[config.mk]
export PLATFORM = sky130hd
export DESIGN_NAME = l2_cache_control_flat
export DESIGN_NICKNAME = d
export VERILOG_FILES = /design/src/rtl/l2_cache_control_if.sv /design/src/rtl/l2_cache_control.sv /design/src/flat_wrapper.sv
export SDC_FILE = /design/constraint.sdc
export NUM_CORES = 1
export LEC_CHECK = 0
export CORE_MARGIN = 3
export CORE_UTILIZATION = 42
export DETAILED_ROUTE_END_ITERATION = 10
export PLACE_DENSITY_LB_ADDON = 0.08
export SLEW_MARGIN = 20
export SYNTH_ARGS = -nofsm -noshare
export SYNTH_HDL_FRONTEND = slang
export SYNTH_SLANG_ARGS = --single-unit
[constraint.sdc]
create_clock -name clk -period 5.7 [get_ports clk]
set_input_delay 1.14 -clock clk [delete_from_list [all_inputs] [get_ports clk]]
set_output_delay 1.14 -clock clk [all_outputs]
set_load 0.1 [all_outputs]
[src/rtl/l2_cache_control_if.sv]
// l2_cache_control_if: bus bundle between the L2 sequencing controller and its surroundings.
//   L1 side    : mem_read, mem_write, mem_address (requester drives), mem_resp (controller drives)
//   pmem side  : pmem_read, pmem_write, pmem_address (controller drives), pmem_resp (memory drives)
//   data array : data_index, data_write, data_src, rdata_way (controller drives)
// The controller connects through the slave modport; the requester/environment uses master.
interface l2_cache_control_if #(
  parameter int unsigned ADDR_WIDTH  = 16,
  parameter int unsigned INDEX_WIDTH = 4
);
  logic                   mem_read;
  logic                   mem_write;
  logic [ADDR_WIDTH-1:0]  mem_address;
  logic                   mem_resp;
  logic                   pmem_read;
  logic                   pmem_write;
  logic [ADDR_WIDTH-1:0]  pmem_address;
  logic                   pmem_resp;
  logic [INDEX_WIDTH-1:0] data_index;
  logic [1:0]             data_write;
  logic                   data_src;
  logic                   rdata_way;

  modport master (
    output mem_read, mem_write, mem_address, pmem_resp,
    input  mem_resp, pmem_read, pmem_write, pmem_address,
    input  data_index, data_write, data_src, rdata_way
  );

  modport slave (
    input  mem_read, mem_write, mem_address, pmem_resp,
    output mem_resp, pmem_read, pmem_write, pmem_address,
    output data_index, data_write, data_src, rdata_way
  );
endinterface

[src/rtl/l2_cache_control.sv]
// l2_cache_control: sequencing controller for a two-way, 16-set L2 cache with 128-bit lines.
// Holds tag/valid/dirty/LRU state, steers the external per-way data arrays and runs
// write-back and fill transactions to physical memory.
// Ports:
//   clk     : clock, all state on posedge
//   reset_n : synchronous active-low reset
//   bus_io  : slave side of l2_cache_control_if (L1 request, pmem, data array controls)
module l2_cache_control #(
  parameter int unsigned ADDR_WIDTH   = 16,
  parameter int unsigned OFFSET_WIDTH = 4,
  parameter int unsigned INDEX_WIDTH  = 4,
  parameter int unsigned TAG_WIDTH    = ADDR_WIDTH - INDEX_WIDTH - OFFSET_WIDTH
) (
  input  logic                clk,
  input  logic                reset_n,
  l2_cache_control_if.slave   bus_io
);

  localparam int unsigned Sets = 1 << INDEX_WIDTH;

  typedef enum logic [1:0] {StIdle, StHit, StWriteback, StFill} state_e;

  state_e                 state_q, state_d;
  logic                   target_q, target_d;
  logic                   is_write_q, is_write_d;
  logic [TAG_WIDTH-1:0]   req_tag_q, req_tag_d;
  logic [INDEX_WIDTH-1:0] index_q, index_d;

  logic [TAG_WIDTH-1:0]   tag_q [2][Sets];
  logic [Sets-1:0]        valid_q [2];
  logic [Sets-1:0]        dirty_q [2];
  logic [Sets-1:0]        lru_q;

  // Array update strobes, all applied to [target_q][index_q]
  logic upd_lru;
  logic line_wr;
  logic line_dirty;
  logic clr_dirty;

  logic [TAG_WIDTH-1:0]   in_tag;
  logic [INDEX_WIDTH-1:0] in_index;
  logic [1:0]             hit;
  logic                   victim;
  logic                   req;
  logic                   unused_offset;

  assign in_tag        = bus_io.mem_address[ADDR_WIDTH-1 -: TAG_WIDTH];
  assign in_index      = bus_io.mem_address[OFFSET_WIDTH +: INDEX_WIDTH];
  assign unused_offset = ^bus_io.mem_address[OFFSET_WIDTH-1:0];
  assign req           = bus_io.mem_read | bus_io.mem_write;

  assign hit[0] = valid_q[0][in_index] && (tag_q[0][in_index] == in_tag);
  assign hit[1] = valid_q[1][in_index] && (tag_q[1][in_index] == in_tag);

  // Fill an invalid way first (way 0 preferred), otherwise evict the LRU way
  assign victim = !valid_q[0][in_index] ? 1'b0 :
                  !valid_q[1][in_index] ? 1'b1 : lru_q[in_index];

  always_comb begin
    state_d    = state_q;
    target_d   = target_q;
    is_write_d = is_write_q;
    req_tag_d  = req_tag_q;
    index_d    = index_q;
    upd_lru    = 1'b0;
    line_wr    = 1'b0;
    line_dirty = 1'b0;
    clr_dirty  = 1'b0;

    bus_io.mem_resp     = 1'b0;
    bus_io.pmem_read    = 1'b0;
    bus_io.pmem_write   = 1'b0;
    bus_io.pmem_address = '0;
    bus_io.data_write   = 2'b00;
    bus_io.data_src     = 1'b0;
    bus_io.rdata_way    = 1'b0;
    bus_io.data_index   = (state_q == StIdle) ? in_index : index_q;
    if (!reset_n) begin
      bus_io.data_index = '0;
    end

    unique case (state_q)
      StIdle: begin
        if (req) begin
          index_d    = in_index;
          req_tag_d  = in_tag;
          // Simultaneous read and write is handled as a write
          is_write_d = bus_io.mem_write;
          if (|hit) begin
            target_d = ~hit[0];
            state_d  = StHit;
          end else begin
            target_d = victim;
            if (valid_q[victim][in_index] && dirty_q[victim][in_index]) begin
              state_d = StWriteback;
            end else if (bus_io.mem_write) begin
              // Full-line write overwrites everything, no fetch required
              state_d = StHit;
            end else begin
              state_d = StFill;
            end
          end
        end
      end

      StHit: begin
        bus_io.mem_resp  = 1'b1;
        bus_io.rdata_way = target_q;
        upd_lru          = 1'b1;
        if (is_write_q) begin
          bus_io.data_write = target_q ? 2'b10 : 2'b01;
          line_wr           = 1'b1;
          line_dirty        = 1'b1;
        end
        state_d = StIdle;
      end

      StWriteback: begin
        bus_io.pmem_write   = 1'b1;
        bus_io.pmem_address = {tag_q[target_q][index_q], index_q, {OFFSET_WIDTH{1'b0}}};
        bus_io.rdata_way    = target_q;
        if (bus_io.pmem_resp) begin
          clr_dirty = 1'b1;
          state_d   = is_write_q ? StHit : StFill;
        end
      end

      StFill: begin
        bus_io.pmem_read    = 1'b1;
        bus_io.pmem_address = {req_tag_q, index_q, {OFFSET_WIDTH{1'b0}}};
        if (bus_io.pmem_resp) begin
          bus_io.data_write = target_q ? 2'b10 : 2'b01;
          bus_io.data_src   = 1'b1;
          line_wr           = 1'b1;
          line_dirty        = 1'b0;
          state_d           = StHit;
        end
      end

      default: state_d = StIdle;
    endcase
  end

  always_ff @(posedge clk) begin
    if (!reset_n) begin
      state_q    <= StIdle;
      target_q   <= 1'b0;
      is_write_q <= 1'b0;
      req_tag_q  <= '0;
      index_q    <= '0;
      valid_q    <= '{default: '0};
      dirty_q    <= '{default: '0};
      lru_q      <= '0;
    end else begin
      state_q    <= state_d;
      target_q   <= target_d;
      is_write_q <= is_write_d;
      req_tag_q  <= req_tag_d;
      index_q    <= index_d;
      if (upd_lru) begin
        lru_q[index_q] <= ~target_q;
      end
      if (line_wr) begin
        valid_q[target_q][index_q] <= 1'b1;
        dirty_q[target_q][index_q] <= line_dirty;
      end else if (clr_dirty) begin
        dirty_q[target_q][index_q] <= 1'b0;
      end
    end
  end

  // Tags are meaningless while invalid, so they are not cleared by reset
  always_ff @(posedge clk) begin
    if (reset_n && line_wr) begin
      tag_q[target_q][index_q] <= req_tag_q;
    end
  end

endmodule

[src/flat_wrapper.sv]
// flat-port wrapper written by rule: the top's interface ports become plain ports
module l2_cache_control_flat 
#(
  parameter int unsigned ADDR_WIDTH   = 16,
  parameter int unsigned OFFSET_WIDTH = 4,
  parameter int unsigned INDEX_WIDTH  = 4,
  parameter int unsigned TAG_WIDTH    = ADDR_WIDTH - INDEX_WIDTH - OFFSET_WIDTH
)
  (clk, reset_n, bus_io_mem_read, bus_io_mem_write, bus_io_mem_address, bus_io_pmem_resp, bus_io_mem_resp, bus_io_pmem_read, bus_io_pmem_write, bus_io_pmem_address, bus_io_data_index, bus_io_data_write, bus_io_data_src, bus_io_rdata_way);
  l2_cache_control_if #(.ADDR_WIDTH(ADDR_WIDTH), .INDEX_WIDTH(INDEX_WIDTH)) bus_io_i ();
  input  logic clk;
  input  logic reset_n;
  input wire logic [$bits(bus_io_i.mem_read)-1:0] bus_io_mem_read;
  input wire logic [$bits(bus_io_i.mem_write)-1:0] bus_io_mem_write;
  input wire logic [$bits(bus_io_i.mem_address)-1:0] bus_io_mem_address;
  input wire logic [$bits(bus_io_i.pmem_resp)-1:0] bus_io_pmem_resp;
  output wire logic [$bits(bus_io_i.mem_resp)-1:0] bus_io_mem_resp;
  output wire logic [$bits(bus_io_i.pmem_read)-1:0] bus_io_pmem_read;
  output wire logic [$bits(bus_io_i.pmem_write)-1:0] bus_io_pmem_write;
  output wire logic [$bits(bus_io_i.pmem_address)-1:0] bus_io_pmem_address;
  output wire logic [$bits(bus_io_i.data_index)-1:0] bus_io_data_index;
  output wire logic [$bits(bus_io_i.data_write)-1:0] bus_io_data_write;
  output wire logic [$bits(bus_io_i.data_src)-1:0] bus_io_data_src;
  output wire logic [$bits(bus_io_i.rdata_way)-1:0] bus_io_rdata_way;
  assign bus_io_i.mem_read = bus_io_mem_read;
  assign bus_io_i.mem_write = bus_io_mem_write;
  assign bus_io_i.mem_address = bus_io_mem_address;
  assign bus_io_i.pmem_resp = bus_io_pmem_resp;
  assign bus_io_mem_resp = bus_io_i.mem_resp;
  assign bus_io_pmem_read = bus_io_i.pmem_read;
  assign bus_io_pmem_write = bus_io_i.pmem_write;
  assign bus_io_pmem_address = bus_io_i.pmem_address;
  assign bus_io_data_index = bus_io_i.data_index;
  assign bus_io_data_write = bus_io_i.data_write;
  assign bus_io_data_src = bus_io_i.data_src;
  assign bus_io_rdata_way = bus_io_i.rdata_way;
  l2_cache_control #(.ADDR_WIDTH(ADDR_WIDTH), .OFFSET_WIDTH(OFFSET_WIDTH), .INDEX_WIDTH(INDEX_WIDTH), .TAG_WIDTH(TAG_WIDTH)) u_core (.clk(clk), .reset_n(reset_n), .bus_io(bus_io_i));
endmodule
==> impl_metrics.toml, run 1 <==
[cts]
postCtsHoldBufs = 0
post_cts_buffers = 0
cts.sinks = 353
clk_latency_ps = 560
clkTransAtPathRegs_ps = 60
cts_tree = "built"
cts.htree.levels = 2
cts_resized = 0
cts-root-buf = "clkbuf_16"
clk_path_buf_depth = 3
cts_made_buffers = 40

[setup_path]
critPathArrivalTime_ps = 3630
path_max_fanout = 33
cp-start-kind = "register"
critPathTopFamily = "multiplexers"
max_stage_delay_ps = 790
required_ps = 4560
critPathMostFrequentCell = "mux4_2"
crit_buf_inv = 2
path_cells = "buf_12, mux4_2, mux4_2, mux2_2, a22o_1, buf_4"
end_kind = "primary output"
worst_path_max_delay_cell = "dfxtp_4"
crit_type = "register to primary output"

[power]
p_per_area_nw_per_um2 = 359.7
p_total_mw = 7.001
ir_worst_vdd_mv = 0.2342
p_leak_nw = 6.370

[synthesis]
yosys-top-cells-area = "edfxtp_1, mux4_2, dfxtp_1"
synth-main-ff-cell = "edfxtp_1"
syn_area_um2 = 17140
synth_common_cells = "edfxtp_1, mux4_2, nor2_1"
syn_avg_cell_area_um2 = 14.05
synth-async-reset-ratio = 0
ys_ff_latch = 353
seq_area_frac_synth = 0.5619
synth_area_leader_cell = "edfxtp_1"
synth_edf_count = 256
synthDistinctLibCells = 64
yosysWarningCount = 0
synthDominantCellAreaShare = 0.4486
syn_inst = 1220
yosysMostFrequentCell = "edfxtp_1"

[grt]
overflow = 0
grt_usage = 0.2426
antenna_found_initial = 0
grt_pass1_wl_um = 77640
grt_max_degree = 56
grt_pass1_vias = 11300

[sta]
tightest_slew_ps = 1111
setup_tns_ps = 0
period_minus_slack_ps = 4769
relSlewSlack = 0.2582
hold_violations = 0
clock.fmax_mhz = 209.7
slew_viol_final = 0
setup_viol = 0
skew_ps = 11.72
rsz0062_at_grt = "false"
final.period_utilization = 0.8367

[drt]
vias_per_cell = 6.147
first_pass_iters = 4
vias = 11240
wl_um = 52950
drt_iter0_drc = 994
postRouteAntennaNets = 0
drcViolationCount = 0
avgRoutedWirePerCell_um = 28.97

[placed_design]
place.gp.congestion = 0.8320
portBuffers = 39
place_area_um2 = 18160
dp.cells = 1754
dp_hpwl_um = 34130

[floorplanning]
rows = 73
die_w_um = 208
initial_core_util = 0.4284
ioPinCount = 48
die_y_um = 208
fp.coreArea_um2 = 40010
die_area_um2 = 43260

[hold_path]
holdCritPathClass = "register to register"

[finish]
layout.cells.non_filler = 1828
stdcell_area_um2 = 19460
nets = 1296
drive_gt1_frac = 0.2410
area_growth_pct = 13.58
n_antenna_cell = 0

[status]
outcome = "complete, no violations"

[run]
drv_cap = 0
## kinds of logic (layout without fill, tap and decap cells)
logic type      count (synthesis)  in the layout  synth area share
xor+xnor                       16             16          0.008177
simple gates                  299            299           0.08075
other cells                     1              4         0.0002188
buf+inv                       104            184           0.03052
flops                         353            353            0.5619
fa+ha+maj                       4              4          0.002920
mux                           219            219            0.2328
compound gates                224            224           0.08272
## report_power, final
part,internal [mW],total [mW],switching [mW]
clock,1.52,2.56,1.04
combinational,0.441,1.37,0.932
sequential,2.89,3.07,0.172
## sequential cells by signal, summed over array words and instances (netlist names), named ones only
signal             count
u_core.tag_q         256
u_core.req_tag_q       8
u_core.state_q         2
u_core.valid_q        32
u_core.is_write_q      1
u_core.lru_q          16
u_core.index_q         4
u_core.dirty_q        32
u_core.target_q        1
## tightest hold or removal path, delay by kind of cell (launching register included)
family,cells,cell delay (ps)
flip-flops,1,300
AO/OA/AOI/OAI,2,120
## cell type report
class,instances,area [um^2]
clock buffers,50,1080
clock inverters,24,215.2
fillers,3497,20540
inverters,7,26.28
multi-input cells,766,7002
flip-flops and latches,353,9644
well taps,525,656.9
repair buffers,103,840.8
## metrics by stage
stage,worst slack (ps),util,hold WS (ps)
floorplan,947.5,-,444.3
detailed placement,1182,0.4540,464.6
global placement,1199,0.4539,456.2
CTS,874.1,0.4863,472.5
global route,781.6,0.4866,492.4
finish,930.5,0.4866,469.4
## placed cells by master (no fill, tap or decap), drive strengths merged, types with 22 or more instances in the layout
cell	n
dfxtp	97
clkbuf	50
nand2	87
a21oi	102
clkdlybuf4s50	22
mux4	139
mux2i	63
edfxtp	256
nor2	110
o21ai	44
buf	81
## routing by layer
metal	GRT usage	vias to the layer above	wire length, um
met3	0.03800	46	3482
met2	0.3857	413	24900
met4	0.05487	0	806
met1	0.3553	5874	23760
met5	0	-	0
li1	-	4904	-
## final timing paths
path	slack, ps	depth (start not counted)	from	to
worst max register to register	2240	7	u_core.state_q[1]	u_core.tag_q[0][115]
worst min register to register	470	2	u_core.dirty_q[5]	u_core.dirty_q[5]
worst min-delay path	470	2	u_core.dirty_q[5]	u_core.dirty_q[5]
worst max-delay path	930	6	register	bus_io_pmem_address[8]
Note: power is estimated with default switching activity, not from simulation.
==> inputs of run 2 (changes only) <==
==> constraint.sdc (replaced) <==
create_clock -name clk -period 4.53 [get_ports clk]
set_input_delay 0.906 -clock clk [delete_from_list [all_inputs] [get_ports clk]]
set_output_delay 0.906 -clock clk [all_outputs]
set_load 0.1 [all_outputs]
==> impl_metrics.toml, run 2 (synthesis results as in run 1) <==
[cts]
cts_tree = "built"
clkTransAtPathRegs_ps = 60
clk_latency_ps = 550
clk_path_buf_depth = 3
cts.sinks = 353
cts.htree.levels = 2
cts_made_buffers = 40
cts_resized = 0
cts-root-buf = "clkbuf_16"

[finish]
drive_gt1_frac = 0.2595
final_cell_mix = "edfxtp_1, mux4_2, nor2_1"
multi_input_area_um2 = 6997
top_regs = "u_core.tag_q x256, u_core.dirty_q x32, u_core.valid_q x32"
n_fill_cell = 3468
nets = 1316
seq_area_um2 = 9639
n_antenna_cell = 0
regMostFlops = "u_core.tag_q"
largest_register_ff_count = 256
final_common_cell = "edfxtp_1"
area_growth_pct = 15.45
stdcell_area_um2 = 19790

[drt]
drt_iter0_drc = 1176
postRouteAntennaNets = 0
drcViolationCount = 0
vias_per_cell = 6.113
first_pass_iters = 5
wl_um = 53200
avgRoutedWirePerCell_um = 28.80
vias = 11290

[floorplanning]
die_y_um = 208
fp.coreArea_um2 = 40010
rows = 73
ioPinCount = 48
die_area_um2 = 43260
die_w_um = 208
initial_core_util = 0.4284

[grt]
grt_max_degree = 56
grt_pass1_wl_um = 77450
overflow = 0
antenna_found_initial = 0
grt_usage = 0.2423
grt_pass1_vias = 11210

[setup_path]
crit_end = "bus_io_pmem_address[9]"
crit_type = "register to primary output"
path_max_fanout = 19
cp-start-kind = "register"
worst_path_max_delay_cell = "dfxtp_4"
path_cells = "buf_4, mux4_2, mux4_2, mux2_2, a22o_1, buf_4"
max_stage_delay_ps = 620
end_kind = "primary output"
rr_endpoint = "u_core.tag_q[1][120]"
reg2reg_slack_ps = 1160
ff2ff_path_depth = 7
critPathArrivalTime_ps = 3410
r2r-start = "u_core.state_q[1]"
required_ps = 3620

[sta]
hold_violations = 0
setup_tns_ps = 0
skew_ps = 23.24
clock.fmax_mhz = 231.7
rsz0062_at_grt = "false"
final.period_utilization = 0.9527
setup_viol = 0
period_minus_slack_ps = 4316
slew_viol_final = 0
relSlewSlack = 0.2795
tightest_slew_ps = 1077

[power]
ir_worst_vdd_mv = 0.2507
p_per_area_nw_per_um2 = 455.3
p_leak_nw = 6.544

[placed_design]
portBuffers = 39
place.gp.congestion = 0.8668
place_area_um2 = 18410
dp_hpwl_um = 35230

[status]
outcome = "complete, no violations"

[run]
drv_cap = 0

[hold_path]
holdCritPathClass = "register to register"
[run 2: worst min path at each step]
stage                       startpoint                  to  cells past startpoint  slack (ps)
CTS                 u_core.dirty_q[15]  u_core.dirty_q[15]                      2         470
floorplan           u_core.dirty_q[21]  u_core.dirty_q[21]                      2         440
global route        u_core.dirty_q[25]  u_core.dirty_q[25]                      2         490
finish              u_core.dirty_q[25]  u_core.dirty_q[25]                      2         470
detailed placement  u_core.dirty_q[15]  u_core.dirty_q[15]                      2         470
global placement    u_core.dirty_q[12]  u_core.dirty_q[12]                      2         460
[run 2: final cells by class]
cell class | instances | share of cell area
timing repair buffer | 123 | 0.05628
inverter | 7 | 0.001328
sequential | 353 | 0.4872
clock buffer | 52 | 0.05616
multi-input combinational | 766 | 0.3536
clock inverter | 21 | 0.01221
tap | 525 | 0.03320
[run 2: where the power goes]
| group | switching (mW) | internal (mW) |
|---|---|---|
| Sequential | 0.134 | 3.64 |
| Combinational | 1.29 | 0.615 |
| Clock | 1.35 | 1.98 |
| Total | 2.78 | 6.23 |
[run 2: worst max-delay path: cells and delay by family (launching register included)]
family	cells	cell delay (ps)
compound gates	1	260
buf+inv	2	640
flops	1	620
mux	3	1310
[run 2: timing repair]
item / in CTS / in global routing
endpoints found under the setup margin: 0 / 1
buffers inserted: 0 / 1
endpoints found under the hold margin: 0 / 0
hold buffers: 0 / 0
[run 2: stage by stage]
stage / hold slack (ps) / utilization / total power, mW / instances / worst slack, ps
after floorplan: 444.3 / - / 5.079 / 1223 / 11.45
after global placement: 455.8 / 0.4602 / 5.712 / 1773 / 419.2
after detailed placement: 467.1 / 0.4602 / 5.721 / 1773 / 416.0
after CTS: 475.0 / 0.4941 / 9.028 / 1846 / 97.89
after global routing: 487.7 / 0.4946 / 9.295 / 1847 / 102.5
final: 472.8 / 0.4946 / 9.009 / 1847 / 214.5
[run 2: routing by layer]
metal  share of wire  vias up  global-route usage  routed length (um)
met5               0        -                   0                   0
met4           0.035        0             0.07835                1880
met1            0.43     5773              0.3529               23100
met3           0.071       96             0.04011                3800
met2            0.46      469              0.3745               24430
li1                -     4953                   -                   -
